File: src/rtl/uart_data_rx.sv
// rtl/uart_data_rx.sv - 8N1 UART receiver that packs bytes into DATA_WIDTH words with idle timeout
// Define UART_RX_MAJORITY_EN to decide each bit by a 2-of-3 vote around mid-bit.
module uart_data_rx #(
  parameter int DATA_WIDTH = 32,
  parameter int MSB_FIRST  = 0
) (
  input  logic                  clk,
  input  logic                  reset_n,
  input  logic                  uart_rx,
  input  logic [2:0]            baud_set,
  output logic                  rx_done,
  output logic                  timeout_flag,
  output logic [DATA_WIDTH-1:0] data
);

  localparam int NB = DATA_WIDTH / 8;
  localparam int IW = (NB > 1) ? $clog2(NB) : 1;

  typedef enum logic [1:0] {IDLE, START, DATA, STOP} state_t;

  state_t                state, state_nx;
  logic                  rx_meta, rx_sync, rx_prev;
  logic [12:0]           period, cnt, half;
  logic [2:0]            bit_cnt;
  logic [7:0]            rx_byte;
  logic [IW-1:0]         byte_idx, byte_pos;
  logic [DATA_WIDTH-1:0] shadow, shadow_nx;
  logic [16:0]           idle_cnt, idle_lim;
  logic                  start, sample, bit_val, bit_end, byte_ok, timeout;

  function automatic logic [12:0] baud_period(input logic [2:0] sel);
    case (sel)
      3'd0:    baud_period = 13'd5208;
      3'd1:    baud_period = 13'd2604;
      3'd2:    baud_period = 13'd1302;
      3'd3:    baud_period = 13'd868;
      default: baud_period = 13'd434;
    endcase
  endfunction

  assign start    = (state == IDLE) && rx_prev && !rx_sync;
  assign half     = {1'b0, period[12:1]};
  assign bit_end  = (cnt == period - 13'd1);
  assign idle_lim = ({4'd0, period} << 4) + ({4'd0, period} << 2);
  assign timeout  = (state == IDLE) && (byte_idx != '0) && (idle_cnt == idle_lim - 17'd1);
  assign byte_ok  = (state == STOP) && sample && bit_val;
  assign byte_pos = (MSB_FIRST != 0) ? IW'(NB - 1) - byte_idx : byte_idx;

`ifdef UART_RX_MAJORITY_EN
  logic [1:0] hist;

  // hist holds the line at the two clocks before the decision point
  always_ff @(posedge clk or negedge reset_n) begin
    if (!reset_n) hist <= 2'b11;
    else          hist <= {hist[0], rx_sync};
  end

  assign sample  = (cnt == half + 13'd1);
  assign bit_val = (hist[1] & hist[0]) | (hist[1] & rx_sync) | (hist[0] & rx_sync);
`else
  assign sample  = (cnt == half);
  assign bit_val = rx_sync;
`endif

  always_comb begin
    shadow_nx = shadow;
    for (int i = 0; i < NB; i++) begin
      if (byte_pos == IW'(i)) shadow_nx[i*8 +: 8] = rx_byte;
    end
  end

  always_ff @(posedge clk or negedge reset_n) begin
    if (!reset_n) state <= IDLE;
    else          state <= state_nx;
  end

  always_comb begin
    state_nx = state;
    case (state)
      IDLE:  if (start) state_nx = START;
      START: begin
        if (sample && bit_val) state_nx = IDLE;
        else if (bit_end)      state_nx = DATA;
      end
      DATA:  if (bit_end && bit_cnt == 3'd7) state_nx = STOP;
      STOP:  if (sample) state_nx = IDLE;
      default: state_nx = IDLE;
    endcase
  end

  always_ff @(posedge clk or negedge reset_n) begin
    if (!reset_n) begin
      rx_meta      <= 1'b1;
      rx_sync      <= 1'b1;
      rx_prev      <= 1'b1;
      period       <= '0;
      cnt          <= '0;
      bit_cnt      <= '0;
      rx_byte      <= '0;
      byte_idx     <= '0;
      shadow       <= '0;
      idle_cnt     <= '0;
      data         <= '0;
      rx_done      <= 1'b0;
      timeout_flag <= 1'b0;
    end else begin
      rx_meta      <= uart_rx;
      rx_sync      <= rx_meta;
      rx_prev      <= rx_sync;
      rx_done      <= 1'b0;
      timeout_flag <= 1'b0;

      // the detect clock counts as clock 0 of the start bit
      if (start)                         cnt <= 13'd1;
      else if (state == IDLE || bit_end) cnt <= '0;
      else                               cnt <= cnt + 13'd1;

      if (start) begin
        period  <= baud_period(baud_set);
        bit_cnt <= '0;
      end else if (state == DATA && bit_end) begin
        bit_cnt <= bit_cnt + 3'd1;
      end

      if (state == DATA && sample) rx_byte <= {bit_val, rx_byte[7:1]};

      if (start || state != IDLE || byte_idx == '0) idle_cnt <= '0;
      else                                          idle_cnt <= idle_cnt + 17'd1;

      // timeout wins over a coincident start: the new byte lands at index 0
      if (timeout) begin
        timeout_flag <= 1'b1;
        byte_idx     <= '0;
        shadow       <= '0;
      end else if (byte_ok) begin
        if (byte_idx == IW'(NB - 1)) begin
          data     <= shadow_nx;
          rx_done  <= 1'b1;
          byte_idx <= '0;
          shadow   <= '0;
        end else begin
          shadow   <= shadow_nx;
          byte_idx <= byte_idx + 1'b1;
        end
      end
    end
  end

endmodule

File: config.mk
export PLATFORM = sky130hd
export DESIGN_NAME = uart_data_rx
export DESIGN_NICKNAME = d
export VERILOG_FILES = /design/src/rtl/uart_data_rx.sv
export SDC_FILE = /design/constraint.sdc
export NUM_CORES = 1
export LEC_CHECK = 0
export ABC_AREA = 1
export ABC_CLOCK_PERIOD_IN_PS = 2500
export BUFFER_PORTS_ARGS = -buffer_cell sky130_fd_sc_hd__buf_2
export CORE_MARGIN = 3
export CORE_UTILIZATION = 35
export DETAILED_ROUTE_END_ITERATION = 6
export GPL_TIMING_DRIVEN = 1
export HOLD_SLACK_MARGIN = 0.08
export SLEW_MARGIN = 30
export SYNTH_ARGS = -nofsm -noshare
export SYNTH_HDL_FRONTEND = slang
export SYNTH_SLANG_ARGS = --single-unit
File: constraint.sdc
create_clock -name clk -period 2.5 [get_ports clk]
set_input_delay 0.75 -clock clk [delete_from_list [all_inputs] [get_ports clk]]
set_output_delay 0.75 -clock clk [all_outputs]
set_load 0.01 [all_outputs]
# == Yosys cells after proc, flatten, opt, wreduce, memory -nomap -nowiden ==
# Cells that the tools add are included.
# classes
addsub,7
n_mul,0
n_div,0
order_cmp,0
n_eq_ne,17
n_shift,0
mux,26
bitwise_logic,1
reduce_logical,23
# ops
cell,count
32-bit 2-to-1 mux,3
13-bit one-hot mux with 4 select lines,1
8-bit 2-to-1 mux,4
13-bit 2-to-1 mux,2
"17-bit by 1-bit adder with 17-bit output, second input constant",1
17-bit by 15-bit adder with 17-bit output,1
17-bit == test,1
17-bit 2-to-1 mux,1
"17-bit by 1-bit subtractor with 17-bit output, second input constant",1
2-bit 2-to-1 mux,8
"13-bit by 1-bit adder with 13-bit output, second input constant",1
13-bit by 12-bit == test with 1-bit output,1
13-bit == test,1
"13-bit by 1-bit subtractor with 13-bit output, second input constant",1
1-bit logical AND,10
"2-bit == test, second input constant",4
2-bit one-hot mux with 4 select lines,1
2-bit nonzero test,4
"3-bit by 2-bit == test with 1-bit output, second input constant",2
3-bit 2-to-1 mux,2
"2-bit != test, second input constant",3
"2-bit by 1-bit == test with 1-bit output, second input constant",2
2-bit zero test,2
1-bit 2-to-1 mux,4
other kinds (11),13
# word_totals
reg_bits,127
latchBits,0
mem_bits_rw,0
rom_bits,0
input_bits,6
output_inout_bits,34
word_cells,88
mem_count,0

# == Logic depth before layout (Yosys ltp) ==
# Gate-level depths: netlist of run 1.
# logic_depth
ltp_word,6
mapped_depth,19
ltp_nobuf,18

# == Worst setup path after synthesis of run 1 ==
# OpenSTA, ideal clock, no wires.
# synth_timing
path_type,register -> register
start,register period[1]
end,register shadow[10]
setup_ns,0.118
arrival_ns,2.530
setup_slack_ns,-0.148
path_stages_with_launch,18
n_path_buf,1
period_less_slack_ns,2.648
cell_sequence,dfrtp_1 inv_2 ha_1 inv_1 fa_1 nand2_1 nand3_1 nand2_1 inv_2 nand2_1 nand2_1 xnor2_1 nand2_1 nor2_1 nand4_4 buf_6 nand3_1 nand2_1
# synth_between
elab_chain_cells,5
elab_cells_between_ends,9
cone_classes,add/sub: 2; eq/ne: 2; mux: 1; reduce/logical: 4
# synth_lines
item,line_no,source
"start, declared",23,"logic [12:0] period, cnt, half;"
"start signal, assigned",119,period <= baud_period(baud_set);
17-bit by 15-bit adder with 17-bit output,44,"assign idle_lim = ({4'd0, period} << 4) + ({4'd0, period} << 2);"
17-bit by 1-bit subtractor with 17-bit output,45,assign timeout = (state == IDLE) && (byte_idx != '0) && (idle_cnt == idle_lim - 17'd1);
17-bit == test,45,
1-bit logical AND,45,
32-bit 2-to-1 mux / 2-bit nonzero test (equally long branches),--,
"end signal, assigned",142,shadow <= shadow_nx;
"end, declared",27,"logic [DATA_WIDTH-1:0] shadow, shadow_nx;"
# Parallel ways exist; a longest one is shown, timed or not.
# A chain may end at the register's enable or synchronous reset.

# == Worst setup path in the final report of run 1 ==
# layout_timing
start,register period[1]
end,register shadow[22]
# The elaborated chain is that of the path after synthesis.

==> results of run 1 <==
## power by group
part           leakage, uW  internal (uW)  total (uW)  switching (uW)
Sequential         0.00160           2070        2190             124
Combinational      0.00237           2560        5950            3390
Clock             0.000281           1560        2440             880
## synth_stat cells, types with 12 or more instances
master,n,area [sq um]
nand2_1,243,912.1
dfrtp_1,115,2878
inv_1,98,367.9
nor2_1,97,364.1
nand3_1,66,330.3
o21ai_0,47,235.2
o21ai_2,32,280.3
ha_1,31,387.9
a21oi_1,24,120.1
xnor2_1,16,140.1
xor2_1,16,140.1
nor3_1,12,60.06
## stage by stage
stage | hold slack (ns) | setup TNS, ns | cells | total power (uW) | cell area [sq um]
floorplan | 0.3452 | 0 | 908 | 6104 | 7159
global placement | 0.3690 | -1.065 | 1234 | 7902 | 7915
detailed placement | 0.3639 | -2.541 | 1234 | 7967 | 7915
CTS | 0.2127 | -1.171 | 1266 | 10560 | 8528
global route | 0.2179 | -6.160 | 1266 | 11500 | 8543
finish | 0.2138 | -1.689 | 1266 | 10580 | 8543
## sequential cells by signal, summed over array words and instances (netlist names), named ones only
| signal | cells |
|---|---|
| rx_prev | 1 |
| rx_meta | 1 |
| rx_done | 1 |
| bit_val | 1 |
| shadow | 24 |
| timeout_flag | 1 |
| idle_cnt | 17 |
| period | 12 |
| cnt | 13 |
| bit_cnt | 3 |
| rx_byte | 8 |
| state | 1 |
| data | 32 |
| byte_idx | 2 |
## repair_timing
action                     CTS  global route
setup endpoints to repair   27            56
buffers inserted             1             0
gates resized for setup      3             5
pin swaps                    1             0
gates cloned                 0             0
## worst register-to-register path: cells and delay by family (launching register included)
family / cells / cell delay [ns]
buf+inv: 3 / 0.27
fa+ha+maj: 2 / 0.79
flops: 1 / 0.41
simple gates: 11 / 1.00
## area by class of cell
class	count	area, sq um	area share
inverters	110	422.9	0.04950
clock buffers	23	488.0	0.05712
clock inverters	8	97.59	0.01142
repair buffers	86	600.6	0.07030
flip-flops and latches	118	2960	0.3465
multi-input cells	656	3642	0.4263
well taps	265	331.6	0.03881
## logic make-up after synthesis
logic type,count (synthesis),synth area share
flip-flops,118,0.4151
adder cells (fa/ha/maj),32,0.05726
XOR/XNOR,33,0.04268
AND/OR/NAND/NOR,462,0.2863
buffers and inverters,134,0.08238
AO/OA/AOI/OAI,129,0.1163
## metal layers
metal,routed length [microns],vias up,part of all wire
met3,603,24,0.036
met4,269,0,0.016
met1,8406,2771,0.50
met2,7702,118,0.45
met5,0,-,0
li1,-,3092,-
## worst paths after layout
path                         endpoint  slack (ns)  cells past startpoint
min reg2reg                   bit_val        0.37                      0
max reg2reg                shadow[22]       -0.08                     16
max                        shadow[22]       -0.08                     16
max in group asynchronous  shadow[18]        1.64                      2
min                          data[17]        0.21                      1
min in group clk              bit_val        0.37                      0
==> flow_summary_export.csv, run 1 <==
group,metric,value,unit
outcome,status,"complete, but fails checks",
outcome,violations,"setup timing",
cells_and_area,fillers,1976,
clock_tree,cts.path.max_buffers,2,
floorplanning,die_h,148.7,microns
sta,fin_skew,0.006932,ns
detailed_routing,drc,0,
worst_setup_path,path_max_fanout,26,
yosys,postSynthCellCount,908,
floorplanning,ios,40,
worst_setup_path,rr_startpoint,"period[1]",
clock_tree,cts_buffers,17,
floorplanning,initial_core_util,0.3613,
detailed_routing,ant_nets,0,
place,numPortBuffers,39,
floorplanning,num_rows,51,
yosys,synth_area,0.007123,sq mm
worst_hold_path,hold_path.class,"primary input to async pin",
yosys,postSynthNetCount,946,
sta,slew_headroom,0.6340,
cells_and_area,final_cell_mix,"241 x nand2_1, 112 x dfrtp_1, 96 x nor2_1, 95 x inv_1, 65 x nand3_1",
worst_setup_path,cpMaxStageDelayCell,"fa_2",
worst_setup_path,worst_path_most_repeated_cell,"nor2_1",
worst_setup_path,crit_family,"simple AND/OR/NAND/NOR gates",
detailed_routing,drtIter0Drc,430,
clock_tree,cts-root-buf,"clkbuf_16",
sta,period_minus_slack,2.579,ns
cells_and_area,layout.nets,1027,
yosys,synth_ff_type,"dfrtp_1",
global_routing,gr-max-usage-layer,"met2",
floorplanning,dieArea,0.02210,sq mm
detailed_routing,postRouteWirelength,16.98,mm
floorplanning,core_region_area,0.01972,sq mm
worst_setup_path,cp.arrival,2.88,ns
global_routing,overflow,0,
detailed_routing,viasPerCell,4.743,
cells_and_area,syn2layout_area_growth,19.94,%
cells_and_area,layout-drive-gt1-share,0.2058,
worst_setup_path,critPathLaunch,"period[1]",
clock_tree,cts_sinks,118,
sta,fmax,387.7,MHz
power_and_ir_drop,vdd_drop_max,0.5528,mV
yosys,synth-async-reset-ratio,1.000,
detailed_routing,dr.pass1.iters,5,
yosys,synth_seq_cells,118,
clock_tree,cts_tree,"built",
sta,period_share,1.032,
detailed_routing,vias,6005,
worst_setup_path,critPathLaunchType,"register",
sta,worst_pin_slew,0.5491,ns
yosys,syn_avg_cell_area,7.845,sq um
clock_tree,htreeDepth,4,
yosys,synth-edff-count,0,
place,routabilityCongestion,0.8880,
clock_tree,clk_latency,0.42,ns
yosys,yosysSeqAreaShare,0.4151,
sta,setup_viol,26,
clock_tree,hold_buffers,0,
place,dp_slack,-0.1194,ns
global_routing,grt_max_degree,65,
power_and_ir_drop,cellPowerDensity,1239,mW/mm^2
yosys,yosys_warnings,0,
global_routing,met2_usage,0.2503,
sta,hold_viol,0,
sta,slew_violations,0,
sta,setup_ws,-0.07923,ns
global_routing,grt_pass1_wl,28.65,mm
clock_tree,path_clk_slew,0.06,ns
power_and_ir_drop,leakagePower,0.004253,uW
cells_and_area,fin_util,0.4333,
worst_setup_path,crit_type,"register to register",
worst_setup_path,crit_path_max_incr_delay,0.54,ns
global_routing,grtUsageMet1,0.2236,
global_routing,met3_usage,0.03108,
sta,rsz0062_at_grt,"true",
worst_setup_path,cp.required,2.80,ns
yosys,ys_types,49,
cells_and_area,final_common_cell,"nand2_1",
detailed_routing,drt-wirelength-per-cell,13.41,microns
global_routing,grt_pass1_vias,5742,
worst_setup_path,worst-path-buf-inv,3,
worst_setup_path,crit_chain,"inv_4 -> ha_4 -> inv_2 -> fa_2 -> nor2_1 -> nor2_1 -> nand4_1 -> nor2_1 -> nand3_1 -> nor2_1 -> nand2_1 -> nor2_2 -> nand4_4 -> buf_12 -> nand3_1 -> nand2_1",
global_routing,antenna_found_initial,0,
cells_and_area,antenna_cells,0,
floorplanning,die_w,148.7,microns
worst_setup_path,endpoint_kind,"register",
global_routing,grt_usage,0.1593,
place,dp_hpwl,12.44,mm
flow_run,drv_cap,0,
Note: power is estimated with default switching activity, not from simulation.
==> run 2: changes to the inputs <==
--- a/config.mk
+++ b/config.mk
@@ -8,11 +8,14 @@
 export ABC_AREA = 1
 export ABC_CLOCK_PERIOD_IN_PS = 2500
 export BUFFER_PORTS_ARGS = -buffer_cell sky130_fd_sc_hd__buf_2
+export CELL_PAD_IN_SITES_DETAIL_PLACEMENT = 1
+export CELL_PAD_IN_SITES_GLOBAL_PLACEMENT = 2
 export CORE_MARGIN = 3
-export CORE_UTILIZATION = 35
+export CORE_UTILIZATION = 33
 export DETAILED_ROUTE_END_ITERATION = 6
 export GPL_TIMING_DRIVEN = 1
 export HOLD_SLACK_MARGIN = 0.08
+export PLACE_DENSITY_LB_ADDON = 0.1
 export SLEW_MARGIN = 30
 export SYNTH_ARGS = -nofsm -noshare
 export SYNTH_HDL_FRONTEND = slang
==> run 2 against run 1 <==
Sequential share of layout area is 0.44 points lower. Register-to-register slack worse by 0.07 ns. Largest power group unchanged. The run still ends with setup timing left. Via count is 5.0% higher. First-iteration DRC count is 51% lower. Highest routed layer unchanged. Combinational power is 8.9% higher. Routed wire length is 21% higher. Cell area is 1.3% higher. Global-route usage is 2.1 points higher. Core utilization is 2.3 points lower. Sequential power hardly changed. Critical path depth is 1 higher.
==> flow_summary_export.csv, run 2 (synthesis results as in run 1) <==
group,metric,value,unit
flow_run,drv_cap,0,
place,numPortBuffers,39,
floorplanning,die_w,152.9,microns
global_routing,grt_usage,0.1807,
power_and_ir_drop,sequentialPowerShare,0.197,
cells_and_area,largest_register_ffs,32,
sta,period_share,1.061,
floorplanning,ios,40,
cells_and_area,fin_util,0.4103,
sta,worst_pin_slew,0.5608,ns
worst_setup_path,crit_path_max_incr_delay,0.44,ns
sta,slew_headroom,0.6222,
worst_setup_path,crit_chain,"inv_2 -> ha_4 -> inv_2 -> fa_2 -> inv_1 -> nor2_1 -> nor2_1 -> nand4_1 -> nor2_1 -> nand3_1 -> nor2_1 -> nand2_1 -> nor2_2 -> nand4_4 -> buf_12 -> nand3_1 -> nand2_1",
global_routing,overflow,0,
floorplanning,num_rows,53,
place,placed_area,0.007938,sq mm
worst_hold_path,hold_path.class,"primary input to async pin",
sta,fmax,377.1,MHz
global_routing,grt_max_degree,65,
detailed_routing,postRouteWirelength,20.52,mm
cells_and_area,layout-drive-gt1-share,0.2183,
detailed_routing,drc,0,
detailed_routing,viasPerCell,4.913,
cells_and_area,final_cell_mix,"242 x nand2_1, 112 x dfrtp_1, 96 x nor2_1, 95 x inv_1, 63 x nand3_1",
sta,whs,0.3413,ns
worst_setup_path,endpoint_kind,"register",
worst_setup_path,cp.arrival,2.95,ns
floorplanning,die_h,152.9,microns
clock_tree,cts_tree,"built",
worst_setup_path,r2r-end,"shadow[20]",
worst_setup_path,critPathLaunchType,"register",
outcome,status,"complete, but fails checks",
power_and_ir_drop,swShare,0.4282,
power_and_ir_drop,cellPowerDensity,1285,mW/mm^2
cells_and_area,layout.nets,1033,
power_and_ir_drop,pwr-share-comb,0.583,
sta,rsz0062_at_grt,"true",
cells_and_area,regMostFlops,"data",
clock_tree,cts-root-buf,"clkbuf_16",
sta,fin_skew,0.01471,ns
clock_tree,path_clk_slew,0.06,ns
sta,setup_viol,26,
cells_and_area,final_common_cell,"nand2_1",
worst_setup_path,cp.required,2.80,ns
clock_tree,cts.path.max_buffers,2,
worst_setup_path,cpMaxStageDelayCell,"fa_2",
sta,slew_violations,0,
power_and_ir_drop,finalPower,11120,uW
outcome,violations,"setup timing",
detailed_routing,ant_nets,0,
cells_and_area,reg.largest.list,"data (32), shadow (24), idle_cnt (17)",
worst_setup_path,crit_type,"register to register",
worst_setup_path,path_max_fanout,26,
power_and_ir_drop,p_sw,4760,uW
sta,setup_ws,-0.1517,ns
cells_and_area,antenna_cells,0,
detailed_routing,drtIter0Drc,209,
detailed_routing,drt-wirelength-per-cell,15.99,microns
cells_and_area,fin_cells,1283,
power_and_ir_drop,clockPowerShare,0.220,
floorplanning,core_region_area,0.02109,sq mm
sta,hold_viol,0,
global_routing,grt_pass1_wl,34.64,mm
cells_and_area,syn2layout_area_growth,21.48,%
power_and_ir_drop,vdd_drop_max,0.5236,mV
clock_tree,cts_sinks,118,
worst_setup_path,reg2regPathDepth,17,
place,dp_cells,1247,
global_routing,grt_pass1_vias,6783,
detailed_routing,vias,6304,
power_and_ir_drop,intPower,6355,uW
cells_and_area,final_area,0.008653,sq mm
clock_tree,clk_latency,0.42,ns
sta,period_minus_slack,2.652,ns
detailed_routing,dr.pass1.iters,5,
worst_setup_path,r2r_slack,-0.15,ns
clock_tree,htreeDepth,4,
global_routing,antenna_found_initial,0,
power_and_ir_drop,leakagePower,0.004287,uW
place,dp_hpwl,15.37,mm
place,routabilityCongestion,0.8284,
floorplanning,initial_core_util,0.3378,
clock_tree,cts_buffers,17,
floorplanning,dieArea,0.02338,sq mm
worst_setup_path,worst_path_most_repeated_cell,"nor2_1",
worst_setup_path,rr_startpoint,"period[3]",
run 2: critical path, delay by kind of cell, from the launching register on:
kind / cells / cell delay, ns
adders and majority gates: 2 / 0.65
buffers and inverters: 4 / 0.42
DFF: 1 / 0.39
and+or+nand+nor: 11 / 1.07
run 2: worst max-delay path by stage:
stage	startpoint	end	slack (ns)	cells after the start
floorplan	period[3]	shadow[10]	0.008	16
global placement	period[1]	shadow[20]	-0.10	17
detailed placement	period[1]	shadow[4]	-0.18	17
CTS	period[3]	shadow[4]	-0.14	17
global route	period[3]	shadow[21]	-0.33	17
finish	period[3]	shadow[20]	-0.15	17
run 2: per-stage QoR:
step	setup WS [ns]	TNS, ns
floorplan	0.008119	0
global placement	-0.1005	-2.596
detailed placement	-0.1843	-4.298
CTS	-0.1413	-3.241
global route	-0.3271	-8.145
finish	-0.1517	-3.339
run 2: layout make-up:
| class | instances | area [sq um] |
|---|---|---|
| flip-flops and latches | 118 | 2960 |
| fillers | 2582 | 12430 |
| clock inverters | 14 | 152.6 |
| inverters | 110 | 425.4 |
| multi-input cells | 656 | 3709 |
| well taps | 275 | 344.1 |
| clock buffers | 18 | 429.2 |
| repair buffers | 92 | 633.1 |
run 2: layer usage:
metal / vias up / GRT usage / share of wire
met5: - / 0 / 0
met1: 3106 / 0.2412 / 0.48
li1: 3100 / - / -
met4: 0 / 0.05431 / 0.017
met2: 76 / 0.3045 / 0.48
met3: 22 / 0.02718 / 0.020
run 2: power by group through the flow:
stage / clock network [uW] / registers [uW] / logic, uW
3_5_place_dp: 0 / 2230 / 6080
3_3_place_gp: 0 / 2220 / 5930
4_1_cts: 2520 / 2190 / 6230
2_1_floorplan: 0 / 2270 / 3830
5_1_grt: 2620 / 2210 / 7270
6_report: 2440 / 2190 / 6480
run 2: what timing repair did:
item                       CTS  global route
gates resized for setup      3            16
setup endpoints to repair   27            65
pin swaps                    1             4
hold buffers                 0             0
buffers inserted             1             3
